<file path="config.mk">
export PLATFORM = sky130hd
export DESIGN_NAME = imem_loader
export DESIGN_NICKNAME = d
export VERILOG_FILES = /design/src/rtl/imem_loader.sv
export SDC_FILE = /design/constraint.sdc
export NUM_CORES = 1
export LEC_CHECK = 0
export ABC_AREA = 0
export CAP_MARGIN = 10
export CORE_MARGIN = 4
export CORE_UTILIZATION = 43
export DETAILED_ROUTE_END_ITERATION = 6
export GPL_TIMING_DRIVEN = 0
export MAX_ROUTING_LAYER = met4
export PLACE_DENSITY = 0.66
export SLEW_MARGIN = 20
export SYNTH_ARGS = -nofsm -noshare
export SYNTH_HDL_FRONTEND = slang
export SYNTH_SLANG_ARGS = --single-unit
</file>
<file path="constraint.sdc">
create_clock -name clk -period 7.9 [get_ports clk]
set_input_delay 1.185 -clock clk [delete_from_list [all_inputs] [get_ports clk]]
set_output_delay 1.185 -clock clk [all_outputs]
set_load 0.05 [all_outputs]
</file>
<file path="src/rtl/imem_loader.sv">
// Instruction-memory loader: assembles a little-endian word-count-prefixed byte
// stream into 32-bit words, writes them to IMEM and holds the core until done.
`timescale 1ns/1ps
module imem_loader #(
    parameter int unsigned MAX_WORDS      = 256,
    parameter logic [31:0] BASE_ADDR      = 32'h0000_0000,
    parameter int unsigned TIMEOUT_CYCLES = 100000
) (
    input  logic        clk,
    input  logic        rst,
    input  logic        start,
    input  logic        byte_valid,
    input  logic [7:0]  byte_data,
    output logic        byte_ready,
    output logic        imem_we,
    output logic [31:0] imem_addr,
    output logic [31:0] imem_wdata,
    output logic        core_rst_n,
    output logic        done,
    output logic        error
);

    localparam int WI_W = $clog2(MAX_WORDS + 1);
    localparam int TO_W = (TIMEOUT_CYCLES > 2) ? $clog2(TIMEOUT_CYCLES) : 1;
    localparam logic [TO_W-1:0] TO_LAST =
        TO_W'((TIMEOUT_CYCLES > 0) ? (TIMEOUT_CYCLES - 1) : 0);
    localparam logic [31:0] MAX_N = 32'(MAX_WORDS);
    localparam bit TO_EN = (TIMEOUT_CYCLES != 0);

    typedef enum logic [2:0] {
        S_IDLE,
        S_LEN,
        S_DATA,
        S_WRITE,
        S_DONE,
        S_ERR
    } state_t;

    state_t          state_q, state_d;
    logic [1:0]      byte_cnt_q, byte_cnt_d;
    logic [WI_W-1:0] word_idx_q, word_idx_d;
    logic [TO_W-1:0] to_cnt_q, to_cnt_d;
    logic [31:0]     len_q, len_d;
    logic [31:0]     word_q, word_d;
    logic            imem_we_q, imem_we_d;
    logic [31:0]     imem_addr_q, imem_addr_d;
    logic [31:0]     imem_wdata_q, imem_wdata_d;
    logic            core_rst_n_q, core_rst_n_d;
    logic            done_q, done_d;
    logic            error_q, error_d;

    logic        accept;
    logic        last_byte;
    logic        timed_out;
    logic        last_word;
    logic [4:0]  lane_lsb;
    logic [31:0] word_off;

    assign byte_ready = (state_q == S_LEN) || (state_q == S_DATA);
    assign accept     = byte_valid && byte_ready;
    assign last_byte  = (byte_cnt_q == 2'd3);
    assign lane_lsb   = {byte_cnt_q, 3'b000};
    assign timed_out  = TO_EN && !accept && (to_cnt_q == TO_LAST);
    assign last_word  = (32'(word_idx_q) == (len_q - 32'd1));
    assign word_off   = 32'(word_idx_q) << 2;

    // State and datapath registers
    always_ff @(posedge clk) begin
        if (rst) begin
            state_q      <= S_IDLE;
            byte_cnt_q   <= '0;
            word_idx_q   <= '0;
            to_cnt_q     <= '0;
            len_q        <= '0;
            word_q       <= '0;
            imem_we_q    <= 1'b0;
            imem_addr_q  <= BASE_ADDR;
            imem_wdata_q <= '0;
            core_rst_n_q <= 1'b0;
            done_q       <= 1'b0;
            error_q      <= 1'b0;
        end else begin
            state_q      <= state_d;
            byte_cnt_q   <= byte_cnt_d;
            word_idx_q   <= word_idx_d;
            to_cnt_q     <= to_cnt_d;
            len_q        <= len_d;
            word_q       <= word_d;
            imem_we_q    <= imem_we_d;
            imem_addr_q  <= imem_addr_d;
            imem_wdata_q <= imem_wdata_d;
            core_rst_n_q <= core_rst_n_d;
            done_q       <= done_d;
            error_q      <= error_d;
        end
    end

    // Next-state and counter logic
    always_comb begin
        state_d    = state_q;
        byte_cnt_d = byte_cnt_q;
        word_idx_d = word_idx_q;
        to_cnt_d   = to_cnt_q;
        len_d      = len_q;
        word_d     = word_q;

        case (state_q)
            S_IDLE, S_DONE, S_ERR: begin
                if (start) begin
                    state_d    = S_LEN;
                    byte_cnt_d = '0;
                    word_idx_d = '0;
                    to_cnt_d   = '0;
                end
            end
            S_LEN: begin
                if (accept) begin
                    len_d[lane_lsb +: 8] = byte_data;
                    byte_cnt_d           = byte_cnt_q + 2'd1;
                    to_cnt_d             = '0;
                    if (last_byte) begin
                        // len_d is the full 32-bit count, so huge N is rejected too
                        if ((len_d == 32'd0) || (len_d > MAX_N)) begin
                            state_d = S_ERR;
                        end else begin
                            state_d = S_DATA;
                        end
                    end
                end else if (timed_out) begin
                    state_d = S_ERR;
                end else if (TO_EN) begin
                    to_cnt_d = to_cnt_q + 1'b1;
                end
            end
            S_DATA: begin
                if (accept) begin
                    word_d[lane_lsb +: 8] = byte_data;
                    byte_cnt_d            = byte_cnt_q + 2'd1;
                    to_cnt_d              = '0;
                    if (last_byte) begin
                        state_d = S_WRITE;
                    end
                end else if (timed_out) begin
                    state_d = S_ERR;
                end else if (TO_EN) begin
                    to_cnt_d = to_cnt_q + 1'b1;
                end
            end
            S_WRITE: begin
                if (last_word) begin
                    state_d = S_DONE;
                end else begin
                    word_idx_d = word_idx_q + 1'b1;
                    state_d    = S_DATA;
                end
            end
            default: begin
                state_d = S_IDLE;
            end
        endcase
    end

    // Registered outputs, decoded from the upcoming state
    always_comb begin
        imem_we_d    = (state_q == S_DATA) && accept && last_byte;
        imem_addr_d  = imem_addr_q;
        imem_wdata_d = imem_wdata_q;
        if (imem_we_d) begin
            imem_addr_d  = BASE_ADDR + word_off;
            imem_wdata_d = word_d;
        end
        core_rst_n_d = (state_d == S_DONE);
        done_d       = (state_d == S_DONE);
        error_d      = (state_d == S_ERR);
    end

    assign imem_we    = imem_we_q;
    assign imem_addr  = imem_addr_q;
    assign imem_wdata = imem_wdata_q;
    assign core_rst_n = core_rst_n_q;
    assign done       = done_q;
    assign error      = error_q;

endmodule

</file>
# After elaboration in Yosys (flattened, before gate mapping)
# Cells that the tools add are included.
[classes] addsub=5 n_shift=2 order_cmp=1 reduce_logical=17 eq_ne=14 muxes=23
[op_table] op="$bwmux W32" n=2
[op_table] op="$mux W32" n=2
[op_table] op="$mux W17" n=3
[op_table] op="$pmux W17 S2" n=1
[op_table] op="$eq A9 B32 Y1" n=1
[op_table] op="$gt A32 B9 Y1 const B" n=1
[op_table] op="$logic_not A32 Y1" n=1
[op_table] op="$shift A8 B7 Y32 const A" n=1
[op_table] op="$shiftx A8 B7 Y32" n=1
[op_table] op="$sub A32 B1 Y32 const B" n=1
[op_table] op="$mux W3" n=8
[op_table] op="$mux W9" n=2
[op_table] op="$pmux W9 S2" n=1
[op_table] op="$add A17 B1 Y17 const B" n=1
[op_table] op="$eq A17 B17 Y1 const B" n=1
[op_table] op="$eq A3 B3 Y1 const B" n=4
[op_table] op="$pmux W3 S4" n=1
[op_table] op="$add A9 B1 Y9 const B" n=1
[op_table] op="$reduce_and A3 Y1" n=3
[op_table] op="$neg A5 Y7" n=1
[op_table] op="$eq A3 B2 Y1 const B" n=2
[op_table] op="$logic_and A1 B1 Y1" n=4
[op_table] op="$mux W2" n=2
[op_table] op="$ne A2 B2 Y1 const B" n=2
[op_table] op="other kinds (13)" n=15
[totals] inputBits=12 wordCells=73 regBits=139 out_inout_bits=69

# Depth between registers and ports, before layout
# Gate-level depths: netlist of run 1.
[depth] ltp_word=10 mapped_depth=11 mapped_depth_nobuf=10

# Least setup slack after synthesis of run 1
# OpenSTA, ideal clock, no wires.
[synth_timing] kind="input to register" start="in byte_data[1]" end="reg done_q (netlist: done)" path_buffers=0 setup_slack_ps=4890 t_required_ps=7780 setup_time_ps=120 path_stages=7 arrival_time_ps=2890 path_cell_list="nor4_1 -> nand3_1 -> a2111o_1 -> nor4_2 -> o221ai_1 -> a31oi_4 -> nor3b_2"
[synth_via] elab_chain_cells=9 elab_cells_between_ends=10 classes_between="order compare (1); eq/ne (1); shift (1); mux (5); reduce/logical (2)"
[synth_lines] element="from (decl)" line_no="13" source="input logic [7:0] byte_data,"
[synth_lines] element="$shiftx A8 B7 Y32 (*)" line_no="118" source="len_d[lane_lsb +: 8] = byte_data;"
[synth_lines] element="$bwmux W32 (*)" line_no="118"
[synth_lines] element="$gt A32 B9 Y1 or $logic_not A32 Y1 (tied branches)" line_no="123" source="if ((len_d == 32'd0) || (len_d > MAX_N)) begin"
[synth_lines] element="$logic_or A1 B1 Y1 (*)" line_no="123"
[synth_lines] element="$mux W3 (*)" line_no="123"
[synth_lines] element="$mux W3 (*)" line_no="121" source="if (last_byte) begin"
[synth_lines] element="$mux W3 (*)" line_no="117" source="if (accept) begin"
[synth_lines] element="$pmux W3 S4 (*)" line_no="107" source="case (state_q)"
[synth_lines] element="$eq A3 B3 Y1 (*)" line_no="173" source="done_d = (state_d == S_DONE);"
[synth_lines] element="to (signal assigned)" line_no="93" source="done_q <= done_d;"
[synth_lines] element="to (decl)" line_no="49" source="logic done_q, done_d;"
# Mark *: on every way between the ends. The rest lies on a longest branch, timed or not.
# A chain may end at the register's enable or synchronous reset.

# Worst setup path in the final report of run 1
[layout_timing] start="in byte_data[3]" end="reg done_q (netlist: done)"
# Same word-level chain as after synthesis.

==> results of run 1 <==
cells in the mapped netlist (all sizes together) (2+ instances only):
library cell and count:
nor2 144, dfxtp 139, nand2 69, a21oi 53
mux2i 48, nand3 45, a211oi 33, buf 32
clkbuf 29, o21ai 18, nand2b 17, xnor2 13
xor2 12, and2 11, nor3 11, nor4 11
or3 10, ha 9, nor2b 9, inv 6
nand4 6, a31oi 5, and3 5, nor3b 4
or4 4, nand3b 3, a21o 2, a22oi 2
o211ai 2, o22a 2, o311ai 2, o32ai 2
registers in the layout, summed over array words and instances (netlist names):
name	cells
state_q	3
word_idx_q	9
imem_we	1
word_q	32
error	1
byte_cnt_q	2
imem_wdata	32
imem_addr	9
to_cnt_q	17
done	1
len_q	32
final cells by class:
type                    instances  area [sq um]
well taps                     184           230
plain buffers                  61           345
inverters                       6          22.5
clock inverters                14           185
fillers                      1434          6710
clock buffers                  18           429
multi-input cells             588          3490
repair buffers                 56           561
flip-flops and latches        139          2780
power groups by stage:
stage	Sequential [uW]	Clock (uW)	Combinational [uW]
after detailed placement	724	0	140
after global placement	724	0	140
after floorplan	723	0	111
after CTS	708	849	142
final	708	834	142
after global routing	709	880	155
per-layer routing:
layer	part of all wire (%)	track usage, %
met1	47	25.7
met2	46	29.2
met3	4.6	4.28
met4	2.5	7.64
met5	0	-
worst max-delay path, stage by stage:
cell	delay [ns]
clkdlybuf4s50_1	0.48
nor4_1	0.61
nand3_1	0.25
a2111o_1	0.49
nor4_2	0.42
o221ai_1	0.27
a31oi_4	0.25
nor3b_2	0.07
per-stage QoR:
step	hold slack [ns]	setup slack, ns	power [uW]	area (sq um)
after CTS	0.456	4.30	1700	8040
after global routing	0.470	4.10	1740	8040
after detailed placement	0.448	3.87	865	7430
final	0.453	4.21	1680	8040
after floorplan	0.436	4.89	834	6640
after global placement	0.443	3.84	864	7430
final timing paths:
check	to	slack, ns
max	done$_SDFF_PP0_	4.21
min	imem_addr[4]$_SDFFE_PP0P_	0.45
max reg2reg	done$_SDFF_PP0_	4.78
min reg2reg	imem_addr[4]$_SDFFE_PP0P_	0.45
logic make-up after synthesis:
family	share of synthesized area, %
adder cells (fa/ha/maj)	1.72
AO/OA/AOI/OAI	13.0
AND/OR/NAND/NOR	26.5
buffers and inverters	5.61
flip-flops	42.5
XOR/XNOR	3.34
multiplexers	7.33
other	0.0572
==> results_dict.tcl, run 1 <==
set metrics [dict create \
    min_from "imem_addr[4]$_SDFFE_PP0P_" \
    cts_resized 0 \
    ant_nets 0 \
    required_ns 8.22 \
    cap_violations 0 \
    placed_cells 1034 \
    drc 0 \
    cts.path.max_buffers 2 \
    tns_ns 0 \
    dieArea_sq_um 17300 \
    root_buffer "clkbuf_16" \
    layout-drive-gt1-share_pct 9.07 \
    fin_crit_ns 3.69 \
    yosys_warnings 0 \
    first_pass_iters 4 \
    switching_share_pct 25.4 \
    critPathKind "input port to flip-flop" \
    final_cell_mix "nor2_1 (143), dfxtp_1 (139), nand2_1 (69)" \
    finalSetupViolCount 0 \
    grt_overflow 0 \
    power_switching_uw 428 \
    startpoint "byte_data[3]" \
    hpwlAfterDp_microns 11700 \
    final_cell_count_no_fill 1066 \
    synth_seq_area_share_pct 42.5 \
    antenna_found_initial 0 \
    core.rowCount 44 \
    start_util_pct 44.4 \
    path_max_fanout 3 \
    totalWireLength_microns 16000 \
    timing.fmax_mhz 271 \
    clk_pin_slew_ns 0.06 \
    powerDensity_nw_per_um2 209 \
    grt_pass1_wl_microns 27000 \
    ios 81 \
    slew_headroom_pct 48.4 \
    worstMarginPinSlew_ns 0.772 \
    wl_per_cell_microns 15.0 \
    clockPowerShare_pct 49.5 \
    finalClockSkew_ns 0.0104 \
    final_common_cell "nor2_1" \
    place.port_buffers 56 \
    cts_tree "done" \
    fin_crit_sh_pct 46.7 \
    clock-sinks 139 \
    synth_largest_area_cell "dfxtp_1" \
    grt_max_degree 17 \
    drt_first_iter_violations 426 \
    first_global_vias 5298 \
    synthCells 772 \
    synthToLayoutAreaGrowth_pct 22.7 \
    status "finished, final reports clean" \
    netlist-cell-type-count 62 \
    synth_edf_count 0 \
    vias 5640 \
    yosysTopAreaCellShare_pct 42.5 \
    grt_usage_pct 19.5 \
    vias_per_cell 5.29 \
    critPathArrivalTime_ns 4.01 \
    hp-class "flip-flop to flip-flop" \
    cts_max_level 4 \
    synth.ff_latch_count 139 \
    syn_avg_cell_area_sq_um 8.49 \
    fin_nets 890 \
    synth_ff_type "dfxtp_1" \
    hold_depth 2 \
    maxSlewViolCount 0 \
    worstSetupEndpointType "flip-flop" \
    synth.area.top_cells "dfxtp_1 (42%), nor2_1 (8.2%), mux2i_1 (7.3%)" \
    antenna_cells 0 \
    globalplace.congestion 0.886 \
    start_kind "input port" \
    p_comb_share_pct 8.4 \
    syn_area_sq_um 6560 \
    cts_buffers 17 \
    coreArea_sq_um 14800 \
    rsz0062_at_grt "false" \
    internal_power_uw 1260 \
    die_w_microns 131 \
    hold_viol_final 0 \
    async_flop_share_pct 0 \
    clk_latency_ns 0.43 \
    final_util_pct 54.5 \
    hold_buffers 0 \
    r2r-start "byte_cnt_q[0]$_SDFFE_PP0P_" \
    die_y_microns 131 \
    vdd_drop_max_mv 0.149 \
    p_leak_uw 0.00318 \
    seqPwrFrac_pct 42.1 \
    r2r.worst_path.cells 10 \
    post_cts_buffers 0 \
]
(Power assumes the default switching activity.)
==> run 2: changes to the inputs <==
Clock period 7.9 ns to 3.4 ns, I/O delays scaled along.
==> run 2 against run 1 <==
  * Worst hold slack about the same
  * Global-route usage unchanged
  * Register-to-register slack worse by 4.5 ns
  * Highest routed layer unchanged
==> results_dict.tcl, run 2 (synthesis gave the netlist of run 1 again) <==
set metrics [dict create \
    vias_per_cell 5.27 \
    root_buffer "clkbuf_16" \
    place_ws_ns 0.0425 \
    startpoint "byte_cnt_q[0]$_SDFFE_PP0P_" \
    cts_resized 0 \
    clk_pin_slew_ns 0.06 \
    wl_per_cell_microns 15.0 \
    antenna_cells 0 \
    r2r-start "byte_cnt_q[0]$_SDFFE_PP0P_" \
    critPathSlowestCell "nor3b_1" \
    slew_headroom_pct 45.8 \
    grt_max_degree 17 \
    hold_buffers 0 \
    fin_crit_ns 3.10 \
    clk_latency_ns 0.43 \
    hold_viol_final 0 \
    grt_overflow 0 \
    cp_cell_sequence "inv_1 > ha_1 > nor3b_1 > a31oi_1 > xnor2_1 > nor4_2 > o221ai_1 > a31oi_4 > nor3b_2" \
    globalplace.congestion 0.886 \
    cts.path.max_buffers 2 \
    dieArea_sq_um 17300 \
    antenna_found_initial 0 \
    maxSlewViolCount 0 \
    p_leak_uw 0.00317 \
    vdd_drop_max_mv 0.337 \
    status "finished, final reports clean" \
    coreArea_sq_um 14800 \
    hpwlAfterDp_microns 11700 \
    drt_first_iter_violations 377 \
    powerDensity_nw_per_um2 486 \
    rsz0062_at_grt "false" \
    core.rowCount 44 \
    regToRegSetupSlack_ns 0.30 \
    cts_max_level 4 \
    path_max_fanout 9 \
    setup_slack_ns 0.300 \
    die_w_microns 131 \
    clock-sinks 139 \
    totalWireLength_microns 16000 \
    die_y_microns 131 \
    first_pass_iters 5 \
    worstSetupEndpointType "flip-flop" \
    vias 5615 \
    drc 0 \
    finalSetupViolCount 0 \
    place.port_buffers 56 \
    r2r.worst_path.cells 9 \
    required_ns 3.72 \
    hp-class "flip-flop to flip-flop" \
    critPathKind "flip-flop to flip-flop" \
    crit_end "done$_SDFF_PP0_" \
    cp_slowest_stage_delay_ns 0.68 \
    path_buf_inv 1 \
    post_cts_buffers 0 \
    final_common_cell "nor2_1" \
    synthToLayoutAreaGrowth_pct 22.6 \
    fin_nets 889 \
    path_depth 9 \
    finalClockSkew_ns 0.0104 \
    cap_violations 0 \
    critPathArrivalTime_ns 3.42 \
    grt_usage_pct 19.5 \
    first_global_vias 5298 \
    fin_crit_sh_pct 91.2 \
    final_cell_mix "nor2_1 (143), dfxtp_1 (139), nand2_1 (69)" \
    ios 81 \
    timing.fmax_mhz 323 \
    start_kind "flip-flop" \
    start_util_pct 44.4 \
    worst_r2r_endpoint "done$_SDFF_PP0_" \
    cts_buffers 17 \
    path_delay_family "simple AND/OR/NAND/NOR gates" \
    layout-drive-gt1-share_pct 9.08 \
    tns_ns 0 \
    worstMarginPinSlew_ns 0.811 \
    cts_tree "done" \
    ant_nets 0 \
    grt_pass1_wl_microns 27000 \
]
run 2: cell types whose count changed in the layout (fill, tap and decap cells not counted):
cell,before,now
clkbuf_1,30,29
run 2: power breakdown:
part	internal, uW	total (uW)	switching (uW)
sequential	1640	1650	10.1
clock	1170	1930	761
combinational	111	330	219
run 2: cell type report:
type,count,area [sq um]
fill,1434,6720
inverter,6,22.5
multi-input combinational,588,3490
buffer,60,342
timing repair buffer,56,561
clock inverter,14,185
tap,184,230
clock buffer,18,429
sequential,139,2780
run 2: per-stage QoR:
stage	std cells	hold WS (ns)	power, uW	area [sq um]	utilization [%]
finish	1065	0.453	3910	8040	54.5
global route	1065	0.470	4050	8040	54.5
detailed placement	1034	0.448	2010	7430	50.3
CTS	1066	0.456	3950	8040	54.5
global placement	1034	0.443	2010	7430	50.3
floorplan	794	0.436	1940	6640	-
run 2: how the worst min path moves through the flow:
| stage | from | end | cells past startpoint | slack (ns) |
|---|---|---|---|---|
| after global placement | imem_addr[7]$_SDFFE_PP0P_ | imem_addr[7]$_SDFFE_PP0P_ | 2 | 0.44 |
| final | imem_addr[4]$_SDFFE_PP0P_ | imem_addr[4]$_SDFFE_PP0P_ | 2 | 0.45 |
| after floorplan | len_q[27]$_SDFFE_PP0P_ | len_q[27]$_SDFFE_PP0P_ | 2 | 0.44 |
| after CTS | len_q[15]$_SDFFE_PP0P_ | len_q[15]$_SDFFE_PP0P_ | 2 | 0.46 |
| after detailed placement | imem_addr[4]$_SDFFE_PP0P_ | imem_addr[4]$_SDFFE_PP0P_ | 2 | 0.45 |
| after global routing | len_q[15]$_SDFFE_PP0P_ | len_q[15]$_SDFFE_PP0P_ | 2 | 0.47 |
run 2: layer usage:
metal / up-vias / GRT usage, % / share of wire [%]
met3: 26 / 4.28 / 4.2
met2: 132 / 29.2 / 46
met4: 0 / 7.64 / 2.4
li1: 2858 / - / -
met1: 2599 / 25.7 / 48
met5: - / - / 0
run 2: worst reg2reg max path: stages (launching register included):
cell and delay [ns]:
dfxtp_1 0.46, inv_1 0.16, ha_1 0.38, nor3b_1 0.68, a31oi_1 0.21, xnor2_1 0.18
nor4_2 0.33, o221ai_1 0.27, a31oi_4 0.25, nor3b_2 0.07
==> patch 1 (settings of run 1) <==
The parameter `MAX_WORDS` goes from 256 to 512.
--- a/src/rtl/imem_loader.sv
+++ b/src/rtl/imem_loader.sv
@@ -2,7 +2,7 @@
 // stream into 32-bit words, writes them to IMEM and holds the core until done.
 `timescale 1ns/1ps
 module imem_loader #(
-    parameter int unsigned MAX_WORDS      = 256,
+    parameter int unsigned MAX_WORDS      = 512,
     parameter logic [31:0] BASE_ADDR      = 32'h0000_0000,
     parameter int unsigned TIMEOUT_CYCLES = 100000
 ) (
Check against the original RTL: not equivalent (Yosys sat finds a counterexample within 10 cycles, from zero or initial values and one cycle with rst high).
==> patch 1 against run 1 <==
  * Power is 1.2% lower
  * Setup slack got worse by 0.22 ns
  * Design area decreased by 1.1%
  * Sequential cell count is 2 higher
  * Wire length up 1.4%
  * Critical path depth rose by 1
  * Synthesized area decreased by 0.40%
  * Die area down 0.37%
  * Largest power group unchanged
==> patch 1: results (changes against run 1) <==
metric,value,unit,change
Post-synth top cells,"nor2_1 (196), dfxtp_1 (141), a21oi_1 (98)",,"was nor2_1 (143), dfxtp_1 (139), nand2_1 (69)"
number of antenna repair diodes,0,,unchanged
"Primary FF master, synth",dfxtp_1,,unchanged
post-CTS sizing,0,,unchanged
reg2reg path depth,9,,was 10
Vias,5934,,was 5640
Worst VDD drop,0.000152,V,was 0.000149 V
clock skew,0.00895,ns,was 0.0104 ns
fin nets,955,,was 890
Synth cell types,67,,was 62
share of cells above drive strength 1,7.81,%,was 9.07%
worst-skew pair later-pin latency,0.43,ns,about the same
"Data arrival, critical path",4.21,ns,was 4.01 ns
Reg-to-Reg Start,byte_cnt_q[0]$_SDFFE_PP0P_,,unchanged
GPL Wtd Cong,0.848,,was 0.886
Critical-path top delay cell,nor4b_1,,was nor4_1
first-pass GRT wire length,27800,µm,was 27000 µm
CP Launch Point,byte_data[3],,unchanged
Tightest Pin Transition,0.985,ns,was 0.772 ns
mux share of post-synthesis cell area,0.460,%,was 7.33%
Adder-Cell Fraction of Synth Area,1.72,%,about the same
All-Layer GR Usage,20.0,%,was 19.5%
vias in the first global route,5628,,was 5298
Synth async-reset ratio,0,%,unchanged
clk root buf,clkbuf_16,,unchanged
Syn. warnings,0,,unchanged
1st-iter DRT viols,394,,was 426
CP max FO,6,,was 3
port bufs,57,,was 56
Synth area leaders,"dfxtp_1 (43%), nor2_1 (11%), a21oi_1 (7.5%), nand2_1 (5.1%), a211oi_1 (3.9%)",,"was dfxtp_1 (42%), nor2_1 (8.2%), mux2i_1 (7.3%), a21oi_1 (4.0%), nand2_1 (4.0%)"
CP top delay family,simple AND/OR/NAND/NOR gates,,unchanged
share of the yosys chip area belonging to registers,43.2,%,was 42.5%
dpl ws,3.65,ns,was 3.87 ns
Post-CTS Setup Bufs,0,,unchanged
DP Wirelength,11700,µm,about the same
post-synthesis compound-gate area fraction,16.9,%,was 13.0%
TritonCTS Buffers,17,,unchanged
Longest Clk Path Bufs,2,,unchanged
drt pass-1 iters,5,,was 4
"slowest stage delay, CP",0.70,ns,was 0.61 ns
XOR/XNOR Fraction of Synth Area,3.35,%,was 3.34%
H-tree levels,4,,unchanged
Hold Crit Depth,2,,unchanged
maximum number of pins on one net before global-route repair,17,,unchanged
initial antenna violation count,0,,unchanged
Post-Route WL,16200,µm,was 16000 µm
hold crit path type,flip-flop to flip-flop,,unchanged
Clock Pin Slew Worst Setup and Hold Paths,0.06,ns,about the same
status,"complete, no violations",,unchanged
hold_sp,imem_addr[8]$_SDFFE_PP0P_,,was imem_addr[4]$_SDFFE_PP0P_
leakage,2.80,nW,was 3.18 nW
## patch 1: changes by cell type after synthesis, sizes merged, moves of 4 or more
cell    before  now
nand3       45   13
nand2       69   88
or3         10   15
inv          6   15
nand4        6   11
o31ai        0    4
and2        11    1
nor3        11   23
nor2       144  196
clkbuf      29   36
nand2b      17    7
a21oi       53   98
mux2i       48    3
## patch 1: metal layers
layer	track usage (%)	up-vias	share of wire (%)
met5	-	-	0
met4	7.06	0	2.2
met3	5.12	33	4.5
met2	29.3	124	43
met1	26.9	2736	50
li1	-	3041	-
## patch 1: final timing paths
check / end / slack, ns
setup / recovery: done$_SDFF_PP0_ / 3.99
hold / removal: imem_addr[8]$_SDFFE_PP0P_ / 0.45
setup reg to reg: done$_SDFF_PP0_ / 4.19
hold reg to reg: imem_addr[8]$_SDFFE_PP0P_ / 0.45
## patch 1: area by class of cell
class | instances | area, µm²
clock buffers | 20 | 457
plain buffers | 65 | 350
repair buffers | 57 | 571
fillers | 1453 | 6740
clock inverters | 12 | 87.6
inverters | 15 | 56.3
multi-input cells | 637 | 3380
flip-flops and latches | 141 | 2820
well taps | 184 | 230
## patch 1: power by group
group / internal (mW) / switching, mW
combinational: 0.0716 / 0.135
sequential: 0.718 / 0.00867
clock: 0.418 / 0.312
total: 1.21 / 0.456
## patch 1: tightest hold or removal path: stages (launching register included)
cell	delay [ns]
dfxtp_1	0.31
nand2_1	0.05
a21oi_1	0.05
## patch 1: stage by stage
step                      area (µm²)  hold slack [ns]  cells
final                           7960            0.451   1131
after global routing            7960            0.469   1131
after CTS                       7950            0.455   1131
after detailed placement        7410            0.446   1099
after global placement          7410            0.442   1099
after floorplan                 6610            0.447    858
## patch 1: kinds of logic after synthesis
family / Yosys count
other: 1
AO/OA/AOI/OAI: 179
buffers and inverters: 80
flip-flops: 141
adder cells (fa/ha/maj): 9
multiplexers: 3
XOR/XNOR: 25
AND/OR/NAND/NOR: 399
==> patch 2 (flow settings as in run 1) <==
Made on the original files. Take the reset off `imem_wdata_q` and load it in a clocked block of its own.
--- a/src/rtl/imem_loader.sv
+++ b/src/rtl/imem_loader.sv
@@ -75,7 +75,6 @@
             word_q       <= '0;
             imem_we_q    <= 1'b0;
             imem_addr_q  <= BASE_ADDR;
-            imem_wdata_q <= '0;
             core_rst_n_q <= 1'b0;
             done_q       <= 1'b0;
             error_q      <= 1'b0;
@@ -88,11 +87,14 @@
             word_q       <= word_d;
             imem_we_q    <= imem_we_d;
             imem_addr_q  <= imem_addr_d;
-            imem_wdata_q <= imem_wdata_d;
             core_rst_n_q <= core_rst_n_d;
             done_q       <= done_d;
             error_q      <= error_d;
         end
+    end
+
+    always_ff @(posedge clk) begin
+        imem_wdata_q <= imem_wdata_d;
     end
 
     // Next-state and counter logic
Function: differs if rst is asserted again (counterexample within 10 cycles, from zero or initial values and one cycle with rst high); with rst held inactive, the same outputs for 10 cycles.
==> patch 2 against run 1 <==
  * Sequential cell count stayed put
  * Design area rose by 2.1%
  * First-iteration DRC count up 6.6%
  * Count of clock-buffer cells in the layout increased by 3
  * Synthesized area up 2.1%
  * Power grew 4.3%
  * Setup slack worse by 0.51 ns
  * Wire length increased by 4.0%
  * Critical path type unchanged
  * Critical endpoint unchanged
  * Largest cell class unchanged
==> patch 2: results (changes against run 1) <==
metric,value,unit,change
GPL Wtd Cong,0.916,,was 0.886
Reg2Reg Setup Slack,4.30,ns,was 4.78 ns
Post-CTS Setup Bufs,0,,unchanged
"slowest stage delay, CP",0.69,ns,was 0.61 ns
Reg2Reg Capture Point,done$_SDFF_PP0_,,unchanged
Worst VDD drop,0.000161,V,was 0.000149 V
fin nets,901,,was 890
Longest Clk Path Bufs,2,,unchanged
"Data arrival, critical path",4.50,ns,was 4.01 ns
number of flops mapped to enable cells by yosys,32,,was 0
DP Wirelength,11800,µm,was 11700 µm
1st-iter DRT viols,454,,was 426
post-CTS sizing,0,,unchanged
CP Launch Point,byte_data[1],,was byte_data[3]
TritonCTS Buffers,17,,unchanged
Wirelength per Cell,15.4,µm,was 15.0 µm
port bufs,54,,was 56
leakage,3.00,nW,was 3.18 nW
busiest grt layer,met2,,unchanged
Reg-to-Reg Start,byte_cnt_q[0]$_SDFFE_PP0P_,,unchanged
share of the yosys chip area belonging to registers,46.4,%,was 42.5%
CP max FO,7,,was 3
first-pass GRT wire length,27000,µm,about the same
fillers,1426,,was 1434
met2 Use GR,30.2,%,was 29.2%
drt pass-1 iters,5,,was 4
share of cells above drive strength 1,8.73,%,was 9.07%
status,"complete, no violations",,unchanged
Synth cell types,66,,was 62
Slew HR,40.4,%,was 48.4%
Critical-path top delay cell,nor4_1,,unchanged
Global Route met1 Usage,25.8,%,was 25.7%
routed vias/inst,5.36,,was 5.29
All-Layer GR Usage,19.5,%,about the same
Post-synth top cells,"nand2_1 (132), dfxtp_1 (107), nor2_1 (79)",,"was nor2_1 (143), dfxtp_1 (139), nand2_1 (69)"
vias in the first global route,5277,,was 5298
Global Route met3 Usage,4.49,%,was 4.28%
clock skew,0.00755,ns,was 0.0104 ns
Post-DP Area,7550,µm²,was 7430 µm²
Synth area leaders,"dfxtp_1 (32%), edfxtp_1 (14%), nand2_1 (7.4%), a21oi_1 (4.6%), nor2_1 (4.4%)",,"was dfxtp_1 (42%), nor2_1 (8.2%), mux2i_1 (7.3%), a21oi_1 (4.0%), nand2_1 (4.0%)"
maximum number of pins on one net before global-route repair,42,,was 17
[patch 2: cell count changes after synthesis, moves of 8 or more]
cell      change
nor2_1       -64
nand2_1      +63
mux2i_1      -42
o21ai_0      +39
nand3_1      -36
a211oi_1     -33
dfxtp_1      -32
edfxtp_1     +32
nor2b_1      +29
nand4_1      +23
a21oi_1       +9
and2_1        -8
nand2b_1      -8
[patch 2: cell families (layout without fill, tap and decap cells)]
group	Yosys count	after routing	synth area share [%]
and+or+nand+nor	389	389	29.6
muxes	7	7	1.07
other	1	23	0.0561
adders and majority gates	9	9	1.68
AOI/OAI and AO/OA	141	141	12.0
buffers and inverters	73	159	5.80
DFF	139	139	46.4
xor gates and xnor gates	26	26	3.40
[patch 2: worst max-delay path, delay by kind of cell]
kind,cells,cell delay [ns]
xor gates and xnor gates,1,0.18
and+or+nand+nor,4,1.80
AOI/OAI and AO/OA,3,0.66
buffers and inverters,1,0.66
[patch 2: cell type report]
cell class / count / area (µm²) / area share (%)
Sequential cell: 139 / 3100 / 37.8
Tap cell: 188 / 235 / 2.87
Inverter: 7 / 27.5 / 0.335
Clock inverter: 11 / 193 / 2.35
Multi-Input combinational cell: 595 / 3290 / 40.0
Timing Repair Buffer: 54 / 541 / 6.59
Clock buffer: 21 / 460 / 5.61
Buffer: 66 / 362 / 4.41
[patch 2: metrics by stage]
step	setup slack (ns)	instances	hold WS, ns	power [mW]
floorplan	4.77	807	0.446	0.860
global placement	3.40	1049	0.446	0.893
detailed placement	3.39	1049	0.450	0.894
CTS	3.79	1081	0.458	1.77
global route	3.63	1081	0.474	1.81
finish	3.70	1081	0.454	1.76
[patch 2: worst min path at each step]
stage	startpoint	depth (start not counted)	endpoint	slack, ns
after CTS	imem_addr[7]$_SDFFE_PP0P_	2	imem_addr[7]$_SDFFE_PP0P_	0.46
after floorplan	len_q[29]$_SDFFE_PP0P_	2	len_q[29]$_SDFFE_PP0P_	0.45
after global routing	imem_addr[7]$_SDFFE_PP0P_	2	imem_addr[7]$_SDFFE_PP0P_	0.47
after global placement	imem_addr[5]$_SDFFE_PP0P_	2	imem_addr[5]$_SDFFE_PP0P_	0.45
after detailed placement	imem_addr[3]$_SDFFE_PP0P_	2	imem_addr[3]$_SDFFE_PP0P_	0.45
final	imem_addr[7]$_SDFFE_PP0P_	2	imem_addr[7]$_SDFFE_PP0P_	0.45
[patch 2: power by group]
part / internal (mW) / switching (mW)
combinational: 0.0503 / 0.101
clock: 0.576 / 0.300
sequential: 0.726 / 0.00366
[patch 2: metal layers]
layer / share of wire, % / up-vias
met5: 0 / -
met4: 0.95 / 0
met3: 5.4 / 18
met2: 47 / 169
met1: 47 / 2697
li1: - / 2905
